**src/rtl/video_io_regs.sv**
```systemverilog
// ISA I/O register front end for the CGA/Tandy video path: port decode, mode/colour/palette registers, read mux, blink.
// Optional ISA wait-state generator enabled by defining VIDEO_IO_WAIT_EN.
module video_io_regs #(
  parameter logic [15:0] IO_BASE_ADDR       = 16'h3D0,
  parameter logic [23:0] BLINK_MAX          = 24'd0,
  parameter int unsigned PAL_ENTRIES        = 16,
  parameter logic [7:0]  CTRL_RESET         = 8'h29,
  parameter int unsigned WAIT_CYCLES        = 3,
  parameter bit          NO_DISPLAY_DISABLE = 1'b0,
  localparam int unsigned PAL_AW = (PAL_ENTRIES > 1) ? $clog2(PAL_ENTRIES) : 1
) (
  input  logic              clk,
  input  logic              reset,
  input  logic [14:0]       bus_a,
  input  logic              bus_ior_l,
  input  logic              bus_iow_l,
  input  logic              bus_aen,
  input  logic [7:0]        bus_d,
  output logic [7:0]        bus_out,
  output logic              bus_dir,
  output logic              bus_rdy,
  input  logic [7:0]        crtc_bus_out,
  output logic              crtc_cs,
  output logic              crtc_wr,
  output logic              crtc_rd,
  input  logic              vsync_l,
  input  logic              display_enable,
  input  logic              blink_hold,
  output logic              hres_mode,
  output logic              grph_mode,
  output logic              bw_mode,
  output logic              mode_640,
  output logic              blink_enabled,
  output logic              video_enabled,
  output logic [7:0]        color_reg,
  output logic              blink,
  output logic              pal_we,
  output logic [PAL_AW-1:0] pal_addr,
  output logic [3:0]        pal_data
);

  localparam logic [3:0] OFF_CTRL  = 4'h8;
  localparam logic [3:0] OFF_COLOR = 4'h9;
  localparam logic [3:0] OFF_INDEX = 4'hA;
  localparam logic [3:0] OFF_PDATA = 4'hE;
  localparam logic [8:0] PAL_LO    = 9'h010;
  localparam logic [8:0] PAL_HI    = 9'(16 + PAL_ENTRIES);

  logic              iow_s1_q, iow_s1_d, iow_s2_q, iow_s2_d, iow_prev_q, iow_prev_d;
  logic              ior_s1_q, ior_s1_d, ior_s2_q, ior_s2_d;
  logic [7:0]        ctrl_q, ctrl_d, color_q, color_d, idx_q, idx_d;
  logic [23:0]       blink_cnt_q, blink_cnt_d;
  logic              blink_q, blink_d;
  logic              pal_we_q, pal_we_d, crtc_wr_q, crtc_wr_d;
  logic [PAL_AW-1:0] pal_addr_q, pal_addr_d;
  logic [3:0]        pal_data_q, pal_data_d;

  logic       win_sel_c, status_sel_c, wr_edge_c, pal_hit_c;
  logic [3:0] offset_c;
  logic [7:0] status_c;

  assign offset_c     = bus_a[3:0];
  assign win_sel_c    = ~bus_aen & (bus_a[14:4] == IO_BASE_ADDR[14:4]);
  assign crtc_cs      = win_sel_c & ~offset_c[3];
  assign status_sel_c = win_sel_c & (offset_c == OFF_INDEX);
  assign wr_edge_c    = iow_prev_q & ~iow_s2_q;
  assign pal_hit_c    = ({1'b0, idx_q} >= PAL_LO) && ({1'b0, idx_q} < PAL_HI);
  assign status_c     = {4'b1111, vsync_l, 2'b10, ~display_enable};

  // Next-state for synchronisers, registers, palette/CRTC pulses and blink.
  always_comb begin
    iow_s1_d    = bus_iow_l;
    iow_s2_d    = iow_s1_q;
    iow_prev_d  = iow_s2_q;
    ior_s1_d    = bus_ior_l;
    ior_s2_d    = ior_s1_q;
    ctrl_d      = ctrl_q;
    color_d     = color_q;
    idx_d       = idx_q;
    pal_addr_d  = pal_addr_q;
    pal_data_d  = pal_data_q;
    pal_we_d    = 1'b0;
    crtc_wr_d   = 1'b0;
    blink_cnt_d = blink_cnt_q;
    blink_d     = blink_q;

    if (wr_edge_c) begin
      crtc_wr_d = crtc_cs;
      if (win_sel_c) begin
        case (offset_c)
          OFF_CTRL:  ctrl_d  = bus_d;
          OFF_COLOR: color_d = bus_d;
          OFF_INDEX: idx_d   = bus_d;
          OFF_PDATA: begin
            if (pal_hit_c) begin
              pal_we_d   = 1'b1;
              pal_addr_d = PAL_AW'(idx_q - 8'h10);
              pal_data_d = bus_d[3:0];
            end
          end
          default: ;
        endcase
      end
    end

    if (!blink_hold) begin
      if (blink_cnt_q == BLINK_MAX) begin
        blink_cnt_d = '0;
        blink_d     = ~blink_q;
      end else begin
        blink_cnt_d = 24'(blink_cnt_q + 24'd1);
      end
    end
  end

  always_ff @(posedge clk) begin
    if (reset) begin
      iow_s1_q    <= 1'b1;
      iow_s2_q    <= 1'b1;
      iow_prev_q  <= 1'b1;
      ior_s1_q    <= 1'b1;
      ior_s2_q    <= 1'b1;
      ctrl_q      <= CTRL_RESET;
      color_q     <= '0;
      idx_q       <= '0;
      pal_addr_q  <= '0;
      pal_data_q  <= '0;
      pal_we_q    <= 1'b0;
      crtc_wr_q   <= 1'b0;
      blink_cnt_q <= '0;
      blink_q     <= 1'b0;
    end else begin
      iow_s1_q    <= iow_s1_d;
      iow_s2_q    <= iow_s2_d;
      iow_prev_q  <= iow_prev_d;
      ior_s1_q    <= ior_s1_d;
      ior_s2_q    <= ior_s2_d;
      ctrl_q      <= ctrl_d;
      color_q     <= color_d;
      idx_q       <= idx_d;
      pal_addr_q  <= pal_addr_d;
      pal_data_q  <= pal_data_d;
      pal_we_q    <= pal_we_d;
      crtc_wr_q   <= crtc_wr_d;
      blink_cnt_q <= blink_cnt_d;
      blink_q     <= blink_d;
    end
  end

  // Read data follows the raw strobe so the bus sees it within the ISA cycle.
  always_comb begin
    bus_out = 8'h00;
    bus_dir = (crtc_cs | status_sel_c) & ~bus_ior_l;
    if (!bus_ior_l) begin
      if (status_sel_c)              bus_out = status_c;
      else if (crtc_cs && bus_a[0])  bus_out = crtc_bus_out;
    end
  end

  assign crtc_rd       = ~ior_s2_q;
  assign crtc_wr       = crtc_wr_q;
  assign hres_mode     = ctrl_q[0];
  assign grph_mode     = ctrl_q[1];
  assign bw_mode       = ctrl_q[2];
  assign video_enabled = ctrl_q[3] | NO_DISPLAY_DISABLE;
  assign mode_640      = ctrl_q[4];
  assign blink_enabled = ctrl_q[5];
  assign color_reg     = color_q;
  assign blink         = blink_q;
  assign pal_we        = pal_we_q;
  assign pal_addr      = pal_addr_q;
  assign pal_data      = pal_data_q;

`ifdef VIDEO_IO_WAIT_EN
  typedef enum logic [1:0] {ST_IDLE, ST_WAIT, ST_DONE} state_t;

  state_t     state_q, state_d;
  logic [3:0] wcnt_q, wcnt_d;
  logic       rdy_q, rdy_d, ior_prev_q, ior_prev_d;
  logic       rd_edge_c, decoded_c;

  assign rd_edge_c = ior_prev_q & ~ior_s2_q;
  assign decoded_c = win_sel_c & (~offset_c[3] | (offset_c == OFF_CTRL) | (offset_c == OFF_COLOR)
                                  | (offset_c == OFF_INDEX) | (offset_c == OFF_PDATA));

  // Hold bus_rdy low for WAIT_CYCLES after each accepted access, then wait for strobes to clear.
  always_comb begin
    state_d    = state_q;
    wcnt_d     = wcnt_q;
    rdy_d      = rdy_q;
    ior_prev_d = ior_s2_q;
    case (state_q)
      ST_IDLE: begin
        if ((wr_edge_c | rd_edge_c) && decoded_c) begin
          state_d = ST_WAIT;
          wcnt_d  = 4'(WAIT_CYCLES - 1);
          rdy_d   = 1'b0;
        end
      end
      ST_WAIT: begin
        if (wcnt_q == 4'd0) begin
          state_d = ST_DONE;
          rdy_d   = 1'b1;
        end else begin
          wcnt_d = 4'(wcnt_q - 4'd1);
        end
      end
      ST_DONE: begin
        if (iow_s2_q && ior_s2_q) state_d = ST_IDLE;
      end
      default: begin
        state_d = ST_IDLE;
        rdy_d   = 1'b1;
      end
    endcase
  end

  always_ff @(posedge clk) begin
    if (reset) begin
      state_q    <= ST_IDLE;
      wcnt_q     <= '0;
      rdy_q      <= 1'b1;
      ior_prev_q <= 1'b1;
    end else begin
      state_q    <= state_d;
      wcnt_q     <= wcnt_d;
      rdy_q      <= rdy_d;
      ior_prev_q <= ior_prev_d;
    end
  end

  assign bus_rdy = rdy_q;
`else
  assign bus_rdy = 1'b1;
`endif

endmodule

```
**config.mk**
```make
export PLATFORM = sky130hd
export DESIGN_NAME = video_io_regs
export DESIGN_NICKNAME = d
export VERILOG_FILES = /design/src/rtl/video_io_regs.sv
export SDC_FILE = /design/constraint.sdc
export NUM_CORES = 1
export LEC_CHECK = 0
export CELL_PAD_IN_SITES_DETAIL_PLACEMENT = 1
export CELL_PAD_IN_SITES_GLOBAL_PLACEMENT = 2
export CORE_MARGIN = 3
export CORE_UTILIZATION = 30
export DETAILED_ROUTE_END_ITERATION = 7
export PLACE_DENSITY_LB_ADDON = 0.1
export SKIP_CTS_REPAIR_TIMING = 1
export SLEW_MARGIN = 25
export SYNTH_ARGS = -nofsm -noshare
export SYNTH_HDL_FRONTEND = slang
export SYNTH_SLANG_ARGS = --single-unit
```
**constraint.sdc**
```tcl
create_clock -name clk -period 7.43 [get_ports clk]
set_input_delay 1.8575 -clock clk [delete_from_list [all_inputs] [get_ports clk]]
set_output_delay 1.8575 -clock clk [all_outputs]
set_load 0.1 [all_outputs]
```
==> load_flow_metrics.sql <==
INSERT INTO impl_metrics (metric_group, metric, value, unit) VALUES
('run_status', 'outcome', 'finished clean', ''),
('timing', 'fin_setup_tns', '0', 'ns'),
('setup_path', 'worst-path-max-fanout', '10', ''),
('global_route', 'grt_pass1_vias', '2657', ''),
('global_route', 'first_pass_grt_wire_length', '13500', 'um'),
('timing', 'worstMarginPinSlew', '0.988', 'ns'),
('finish', 'finalNonFillerCells', '523', ''),
('floorplan', 'die_area', '10900', 'um2'),
('route', 'firstDrtPassIters', '4', ''),
('finish', 'fillCellCount', '1089', ''),
('floorplan', 'die_w', '104', 'um'),
('setup_path', 'max_stage_delay', '0.64', 'ns'),
('power_and_ir_drop', 'share_comb_of_total_power', '8.1', '%'),
('power_and_ir_drop', 'total_switching_power', '0.170', 'mW'),
('setup_path', 'timing.critical_path.from_type', 'input port', ''),
('power_and_ir_drop', 'power', '0.684', 'mW'),
('synthesis', 'post_synthesis_cells', '319', ''),
('worst_hold_path', 'holdCritPathClass', 'flip-flop to flip-flop', ''),
('setup_path', 'crit_path_buffers_inverters', '2', ''),
('route', 'detail_route.drc_violations', '0', ''),
('floorplan', 'floorplan.io_pins', '76', ''),
('global_route', 'grt_overflow', '0', ''),
('power_and_ir_drop', 'power_frac_clock', '42.7', '%'),
('floorplan', 'floorplan.rows', '35', ''),
('floorplan', 'coreArea', '9330', 'um2'),
('global_route', 'grt_use_total', '15.1', '%'),
('route', 'postRouteAntennaNets', '0', ''),
('setup_path', 'cp_cell_sequence', 'clkdlybuf4s50_1 -> or4_1 -> nor4b_4 -> nand3_1 -> a21oi_1 -> buf_4', ''),
('setup_path', 'endpoint_kind', 'output pin', ''),
('setup_path', 'required', '5.57', 'ns'),
('timing', 'fmaxAchievable', '166', 'MHz'),
('synthesis', 'netlist_area', '2910', 'um2'),
('route', 'detail_route.iter0.violations', '69', ''),
('synthesis', 'syn_nets', '360', ''),
('floorplan', 'floorplan.die.height', '104', 'um'),
('finish', 'design.final.nets', '430', ''),
('synthesis', 'synth-seq-area-share', '42.7', '%'),
('timing', 'timing.final.hold_violations', '0', ''),
('synthesis', 'synth_edf_count', '0', ''),
('synthesis', 'yosysTopAreaCell', 'sky130_fd_sc_hd__dfxtp_1', ''),
('power_and_ir_drop', 'int_pwr', '0.514', 'mW'),
('place', 'placed_cells', '507', ''),
('clocking', 'cts-htree-levels', '3', ''),
('synthesis', 'ys_top_cells_by_area', 'sky130_fd_sc_hd__dfxtp_1 43%, sky130_fd_sc_hd__mux2i_1 8.6%, sky130_fd_sc_hd__nand2b_1 5.8%, sky130_fd_sc_hd__a21oi_1 4.5%, sky130_fd_sc_hd__nand3_1 3.1%', ''),
('power_and_ir_drop', 'share_seq_of_total_power', '49.2', '%'),
('synthesis', 'synthFlopType', 'sky130_fd_sc_hd__dfxtp_1', ''),
('synthesis', 'synthesis.area_per_instance', '9.12', 'um2'),
('setup_path', 'critical_path_arrival', '4.17', 'ns'),
('setup_path', 'critical-path-slowest-cell', 'sky130_fd_sc_hd__or4_1', ''),
('finish', 'syn2layout_area_growth', '34.6', '%'),
('power_and_ir_drop', 'switching_share', '24.8', '%'),
('place', 'gpl.final_weighted_congestion', '0.717', ''),
('place', 'dpl_wire_length', '5880', 'um'),
('synthesis', 'yosysTopAreaCellShare', '42.7', '%'),
('timing', 'report.final.setup_viol', '0', ''),
('setup_path', 'critPathKind', 'input port to output pin', ''),
('finish', 'largest_reg_flops', '24', ''),
('finish', 'antenna-diode-count', '0', ''),
('clocking', 'cts_buffers', '9', ''),
('timing', 'post-route-min-period', '6.03', 'ns'),
('run', 'cap_viol_max_count', '0', ''),
('route', 'dr_total_vias', '2560', ''),
('power_and_ir_drop', 'leakage_power_figure', '1.36', 'nW'),
('timing', 'rsz0062_at_grt', 'false', ''),
('clocking', 'clockRootBuffer', 'sky130_fd_sc_hd__clkbuf_8', ''),
('setup_path', 'cpLargestDelayFamily', 'simple AND/OR/NAND/NOR gates', ''),
('timing', 'period_share', '81.1', '%'),
('clocking', 'cts-root-to-sink-buffers', '2', ''),
('power_and_ir_drop', 'max-vdd-ir-drop', '0.102', 'mV'),
('route', 'vias_per_cell', '4.89', ''),
('timing', 'finalHoldWorstSlack', '0.405', 'ns');
==> placed cells by master (no fill, tap or decap), types with 3 or more instances in the layout <==
master,Yosys,routed
sky130_fd_sc_hd__nor3_1,6,6
sky130_fd_sc_hd__a21oi_1,26,26
sky130_fd_sc_hd__clkdlybuf4s50_1,0,64
sky130_fd_sc_hd__or3_1,7,7
sky130_fd_sc_hd__buf_4,1,11
sky130_fd_sc_hd__xor2_1,6,6
sky130_fd_sc_hd__nand4_1,8,8
sky130_fd_sc_hd__nand2b_1,27,27
sky130_fd_sc_hd__nand3_1,18,18
sky130_fd_sc_hd__nor4_1,8,8
sky130_fd_sc_hd__inv_1,9,9
sky130_fd_sc_hd__nand2_1,9,9
sky130_fd_sc_hd__o31ai_1,12,12
sky130_fd_sc_hd__xnor2_1,6,6
sky130_fd_sc_hd__or3_2,3,3
sky130_fd_sc_hd__o21ai_0,6,6
sky130_fd_sc_hd__or2_2,8,8
sky130_fd_sc_hd__clkbuf_8,0,9
sky130_fd_sc_hd__clkinv_2,0,4
sky130_fd_sc_hd__nor2_1,21,21
sky130_fd_sc_hd__dfxtp_1,62,62
sky130_fd_sc_hd__mux2i_1,25,25
sky130_fd_sc_hd__or4_1,9,9
==> power by group through the flow <==
stage               clock network [mW]  logic, mW  registers [mW]
finish                           0.292     0.0555           0.336
global route                     0.318     0.0602           0.336
CTS                              0.302     0.0562           0.336
detailed placement                   0     0.0559           0.344
global placement                     0     0.0555           0.344
floorplan                            0     0.0224           0.347
==> layer usage <==
metal | vias to the layer above | share of wire, % | track usage (%)
met1 | 1214 | 44 | 17.7
met4 | 0 | 0.85 | 3.70
li1 | 1288 | - | -
met5 | - | 0 | 0
met2 | 51 | 51 | 27.1
met3 | 7 | 4.6 | 4.28
==> metrics by stage <==
stage | setup slack, ns | utilization [%] | cell area (um2)
3_5_place_dp | 1.41 | 39.9 | 3720
3_3_place_gp | 1.52 | 39.9 | 3720
6_report | 1.40 | 42.0 | 3910
2_1_floorplan | 0.0983 | - | 2910
4_1_cts | 1.40 | 42.0 | 3910
5_1_grt | 1.26 | 42.0 | 3910
==> cell families (layout without fill, tap and decap cells) <==
kind of cell             after synthesis  count (layout)  synth area share (%)
XOR/XNOR                              12              12                  3.61
AND/OR/NAND/NOR                      147             147                  31.6
buffers and inverters                 25             100                  3.61
adder cells (fa/ha/maj)                2               2                 0.860
AO/OA/AOI/OAI                         45              45                  8.86
flip-flops                            62              62                  42.7
multiplexers                          25              25                  8.61
other                                  1               1                 0.129
==> final timing paths <==
| path | from | to | slack [ns] | cells past startpoint |
|---|---|---|---|---|
| setup / recovery | bus_a[13] | bus_out[3] | 1.40 | 6 |
| hold / removal | iow_s1_q | iow_prev_d | 0.40 | 1 |
| setup reg to reg | blink_cnt_q[0] | blink_cnt_q[20] | 5.28 | 5 |
| hold reg to reg | iow_s1_q | iow_prev_d | 0.40 | 1 |
==> final cells by class <==
class	count	area [um2]	area share [%]
Clock buffer	9	124	3.16
Clock inverter	7	65.1	1.66
Inverter	9	33.8	0.863
Multi-Input combinational cell	232	1570	40.0
Sequential cell	62	1240	31.7
Tap cell	129	161	4.12
Timing Repair Buffer	75	723	18.5
Note: power is estimated with default switching activity, not from simulation.
